**config.mk**
```make
export PLATFORM = sky130hd
export DESIGN_NAME = instr_mem_loader
export DESIGN_NICKNAME = d
export VERILOG_FILES = /design/src/rtl/instr_mem_loader.sv
export SDC_FILE = /design/constraint.sdc
export NUM_CORES = 1
export LEC_CHECK = 0
export BUFFER_PORTS_ARGS = -buffer_cell sky130_fd_sc_hd__buf_4
export CAP_MARGIN = 20
export CORE_MARGIN = 1
export CORE_UTILIZATION = 35
export DETAILED_ROUTE_END_ITERATION = 12
export PLACE_DENSITY = 0.58
export SYNTH_ARGS = -nofsm -noshare
export SYNTH_HDL_FRONTEND = slang
export SYNTH_SLANG_ARGS = --single-unit
```
**constraint.sdc**
```tcl
create_clock -name clk_i -period 1.9 [get_ports clk_i]
set_input_delay 0 -clock clk_i [delete_from_list [all_inputs] [get_ports clk_i]]
set_output_delay 0 -clock clk_i [all_outputs]
set_load 0.005 [all_outputs]
```
**src/rtl/instr_mem_loader.sv**
```systemverilog
// Run-time loader for the instruction store: assembles MSB-first bytes into 32-bit words and writes them.
// Optional LOADER_CLEAR_EN: zero every word before receiving the program.
module instr_mem_loader #(
    parameter int WORDS  = 32,
    parameter int ADDR_W = 5
) (
    input  logic              clk_i,
    input  logic              rst_i,
    input  logic              start_i,
    input  logic [ADDR_W:0]   len_i,
    input  logic [7:0]        byte_i,
    input  logic              byte_valid_i,
    output logic              byte_ready_o,
    output logic              mem_we_o,
    output logic [31:0]       mem_addr_o,
    output logic [31:0]       mem_data_o,
    output logic              busy_o,
    output logic              cpu_hold_o,
    output logic              done_o,
    output logic              err_o
);

    typedef enum logic [2:0] {
        IDLE  = 3'd0,
`ifdef LOADER_CLEAR_EN
        CLEAR = 3'd1,
`endif
        RECV  = 3'd2,
        WRITE = 3'd3,
        DONE  = 3'd4
    } state_t;

    localparam logic [ADDR_W:0] WORDS_L = (ADDR_W + 1)'(WORDS);
    localparam logic [ADDR_W:0] ONE     = (ADDR_W + 1)'(1);

    state_t          state_q, state_d;
    logic [ADDR_W:0] len_q, len_d;
    logic [ADDR_W:0] idx_q, idx_d;
    logic [1:0]      cnt_q, cnt_d;
    logic [31:0]     acc_q, acc_d;
    logic            err_q, err_d;
    logic [31:0]     word_addr;

    assign word_addr  = {{(32 - ADDR_W - 2){1'b0}}, idx_q[ADDR_W-1:0], 2'b00};
    assign busy_o     = (state_q != IDLE);
    assign cpu_hold_o = busy_o;
    assign err_o      = err_q;

    always_comb begin
        state_d      = state_q;
        len_d        = len_q;
        idx_d        = idx_q;
        cnt_d        = cnt_q;
        acc_d        = acc_q;
        err_d        = err_q;
        byte_ready_o = 1'b0;
        mem_we_o     = 1'b0;
        mem_addr_o   = '0;
        mem_data_o   = '0;
        done_o       = 1'b0;

        case (state_q)
            IDLE: begin
                if (start_i) begin
                    if (len_i != '0 && len_i <= WORDS_L) begin
                        len_d = len_i;
                        idx_d = '0;
                        cnt_d = '0;
                        acc_d = '0;
                        err_d = 1'b0;
`ifdef LOADER_CLEAR_EN
                        state_d = CLEAR;
`else
                        state_d = RECV;
`endif
                    end else begin
                        err_d = 1'b1;
                    end
                end
            end
`ifdef LOADER_CLEAR_EN
            CLEAR: begin
                mem_we_o   = 1'b1;
                mem_addr_o = word_addr;
                if (idx_q == WORDS_L - ONE) begin
                    idx_d   = '0;
                    state_d = RECV;
                end else begin
                    idx_d = idx_q + ONE;
                end
            end
`endif
            RECV: begin
                byte_ready_o = 1'b1;
                if (byte_valid_i) begin
                    acc_d = {acc_q[23:0], byte_i};
                    cnt_d = cnt_q + 2'd1;
                    if (cnt_q == 2'd3) begin
                        state_d = WRITE;
                    end
                end
            end
            WRITE: begin
                mem_we_o   = 1'b1;
                mem_addr_o = word_addr;
                mem_data_o = acc_q;
                idx_d      = idx_q + ONE;
                cnt_d      = '0;
                state_d    = (idx_q == len_q - ONE) ? DONE : RECV;
            end
            DONE: begin
                done_o  = 1'b1;
                state_d = IDLE;
            end
            default: state_d = IDLE;
        endcase
    end

    always_ff @(posedge clk_i or negedge rst_i) begin
        if (!rst_i) begin
            state_q <= IDLE;
            len_q   <= '0;
            idx_q   <= '0;
            cnt_q   <= '0;
            acc_q   <= '0;
            err_q   <= 1'b0;
        end else begin
            state_q <= state_d;
            len_q   <= len_d;
            idx_q   <= idx_d;
            cnt_q   <= cnt_d;
            acc_q   <= acc_d;
            err_q   <= err_d;
        end
    end

endmodule

```
==> flow_metrics.env <==
export IMPL_status="finished clean"
export IMPL_synth_warnings=0
export IMPL_die_y_um=88.3
export IMPL_drc=0
export IMPL_synthTopCellsByArea="dfrtp_1, a22o_1, and2_1"
export IMPL_die_w_um=88.3
export IMPL_grt_max_degree=51
export IMPL_final_hold_viol_count=0
export IMPL_yosysSeqAreaShare_pct=48.1
export IMPL_critPathLaunch="len_q[0]"
export IMPL_leakage_nw=1.65
export IMPL_clk_pin_slew_ns=0.10
export IMPL_dr_pass1_iters=6
export IMPL_reg2reg_depth=8
export IMPL_hp_class="in -> reg"
export IMPL_detailed_place_hpwl_um=3550
export IMPL_grt_setup_unrepaired="false"
export IMPL_gp_congestion=0.814
export IMPL_via_per_inst=4.59
export IMPL_ioPinCount=88
export IMPL_rr_startpoint="len_q[0]"
export IMPL_vias=1919
export IMPL_synth_edf_count=0
export IMPL_period_share_pct=93.6
export IMPL_nets=339
export IMPL_synthArstFlopShare_pct=100
export IMPL_dieArea_um2=7790
export IMPL_postSynthCellCount=240
export IMPL_cts_buffers=5
export IMPL_yosysUniqueCellTypes=36
export IMPL_grt_pass1_vias=1876
export IMPL_worst_slew_pin_slew_ns=0.637
export IMPL_initial_core_util_pct=36.1
export IMPL_cp_start_kind="flop"
export IMPL_crit_fanout=4
export IMPL_clock_sinks=50
export IMPL_detail_route_antenna_nets=0
export IMPL_num_antenna_cells=0
export IMPL_syn_avg_cell_area_um2=10.8
export IMPL_ys_ff_latch=50
export IMPL_yosysTopAreaCell="dfrtp_1"
export IMPL_cts_root_buffer="clkbuf_8"
export IMPL_drive_gt1_share_pct=27.9
export IMPL_cp_required_ns=2.08
export IMPL_clockBufferDepth=2
export IMPL_wl_per_cell_um=13.0
export IMPL_port_buffers=60
export IMPL_wirelength_um=5420
export IMPL_rrSetupSlack_ns=0.12
export IMPL_slew_viol_final=0
export IMPL_synth_area_um2=2600
export IMPL_critPathKind="reg -> reg"
export IMPL_cts_tree="built"
export IMPL_post_route_min_period_ns=1.78
export IMPL_clock_latency_ns=0.30
export IMPL_stdcell_area_um2=3340
export IMPL_htree_levels=2
export IMPL_crit_path_end="state_q[1]"
export IMPL_antenna_found_initial=0
export IMPL_post_cts_repair_setup_buffers=0
export IMPL_worstPathArrival_ns=1.96
export IMPL_peakVddDrop_mv=0.397
export IMPL_rows=31
export IMPL_ys_flop_type="dfrtp_1"
export IMPL_grt_use_total_pct=15.0
export IMPL_grt_pass1_wl_um=8870
export IMPL_fill_cells=694
export IMPL_timing_rr_end="state_q[1]"
export IMPL_overflow=0
export IMPL_power_density_nw_per_um2=982
export IMPL_finClkSkew_ns=0.00886
export IMPL_area_delta_synth_final_pct=28.4
export IMPL_critical_path_endpoint_type="flop"
export IMPL_drt_iter0_drc=115
export IMPL_slew_headroom_pct=57.5
export IMPL_setup_violations=0
export IMPL_clock_fmax_ghz=0.562
export IMPL_fin_tns_setup_ns=0
export IMPL_synth_top_area_share_pct=48.1
export IMPL_max_cap_violations=0
export IMPL_core_area_um2=7210
export IMPL_dpl_cell_area_um2=3090
power breakdown:
group          internal, mW  switching, mW  leakage, nW
clock                 0.266          0.369       0.0447
combinational         0.579          0.442        0.979
sequential             1.37          0.253        0.626
sequential cells by signal, indices dropped and copies added, names as in the netlist:
| signal | flops |
|---|---|
| err_o | 1 |
| idx_q | 6 |
| len_q | 6 |
| state_q | 3 |
| acc_q | 32 |
| cnt_q | 2 |
through the flow:
stage | utilization (%) | hold slack (ns) | power [mW] | worst slack, ns | cells
after floorplan | - | -0.296 | 2.29 | 0.0998 | 266
after global placement | 42.8 | 0.0752 | 2.62 | -0.0494 | 394
after detailed placement | 42.8 | 0.0796 | 2.66 | -0.0747 | 394
after CTS | 46.3 | 0.165 | 3.33 | 0.0492 | 418
after global routing | 46.4 | 0.173 | 3.53 | 0.0337 | 418
final | 46.4 | 0.169 | 3.28 | 0.122 | 418
synth_stat cells (2+ instances only):
cell,number
a21oi_1,3
a22o_1,33
and2_1,38
and3_1,2
buf_4,28
buf_6,3
clkbuf_1,9
dfrtp_1,50
ha_1,3
inv_1,7
mux2_2,4
mux2_4,3
nand2_1,7
nand2b_1,3
nand4_1,3
nor2_1,11
nor3_1,4
xnor2_1,3
xor2_1,9
layout by cell type, fill, tap and decap left out, types with 2 or more instances in the layout:
cell and count:
nor3_1 4, buf_12 2, mux2_4 3, nand4_1 3, nor2_4 2, dlygate4sd3_1 16
a22o_1 33, inv_1 7, mux2_2 4, clkbuf_8 5, xor2_1 9, buf_4 68
nand2_1 7, dfrtp_1 50, and2_1 38, ha_1 3, xnor2_1 3, a21oi_1 3
conb_1 27, and3_1 2, nor2_1 10, nand2b_1 3
layout make-up:
cell class                 count  area, um2  share of cell area, %
timing repair buffer          86        711                   21.2
clock buffer                   5       68.8                   2.06
inverter                       7       26.3                  0.786
multi-input combinational    168       1140                   34.0
clock inverter                 3       25.0                  0.748
tap                           99        124                   3.70
sequential                    50       1250                   37.4
worst max-delay path, stage by stage, from the launching register on:
cell      delay, ns
dfrtp_1        0.39
inv_1          0.06
ha_1           0.19
nand2b_1       0.14
a21oi_1        0.07
a311o_1        0.31
a211oi_1       0.22
buf_4          0.17
o221ai_1       0.11
worst min-delay path by stage:
stage                             from         end  slack [ns]  depth (start not counted)
after floorplan                  rst_i    acc_q[0]       -0.30                          0
after global placement           rst_i   acc_q[28]        0.08                          1
after detailed placement         rst_i   acc_q[28]        0.08                          1
after CTS                 byte_valid_i  state_q[0]        0.16                          3
after global routing      byte_valid_i  state_q[0]        0.17                          3
final                     byte_valid_i  state_q[0]        0.17                          3
what timing repair did:
item,CTS,global route
gates resized for setup,0,1
hold buffers,16,0
endpoints found under the hold margin,65,0
endpoints found under the setup margin,0,32
layer usage:
metal	vias to the layer above	track usage (%)	part of all wire, %
li1	925	-	-
met5	-	0	0
met4	0	4.25	0.65
met1	944	18.9	46
met2	48	25.4	49
met3	2	3.92	4.0
logic make-up (layout without fill, tap and decap cells):
family,Yosys count,in the layout,synth area share (%)
buffers and inverters,48,101,12.3
other,1,27,0.144
AOI/OAI and AO/OA,43,43,13.8
DFF,50,50,48.1
xor gates and xnor gates,12,12,4.04
muxes,7,7,3.46
and+or+nand+nor,76,76,16.8
adders and majority gates,3,3,1.44
(Power assumes the default switching activity.)
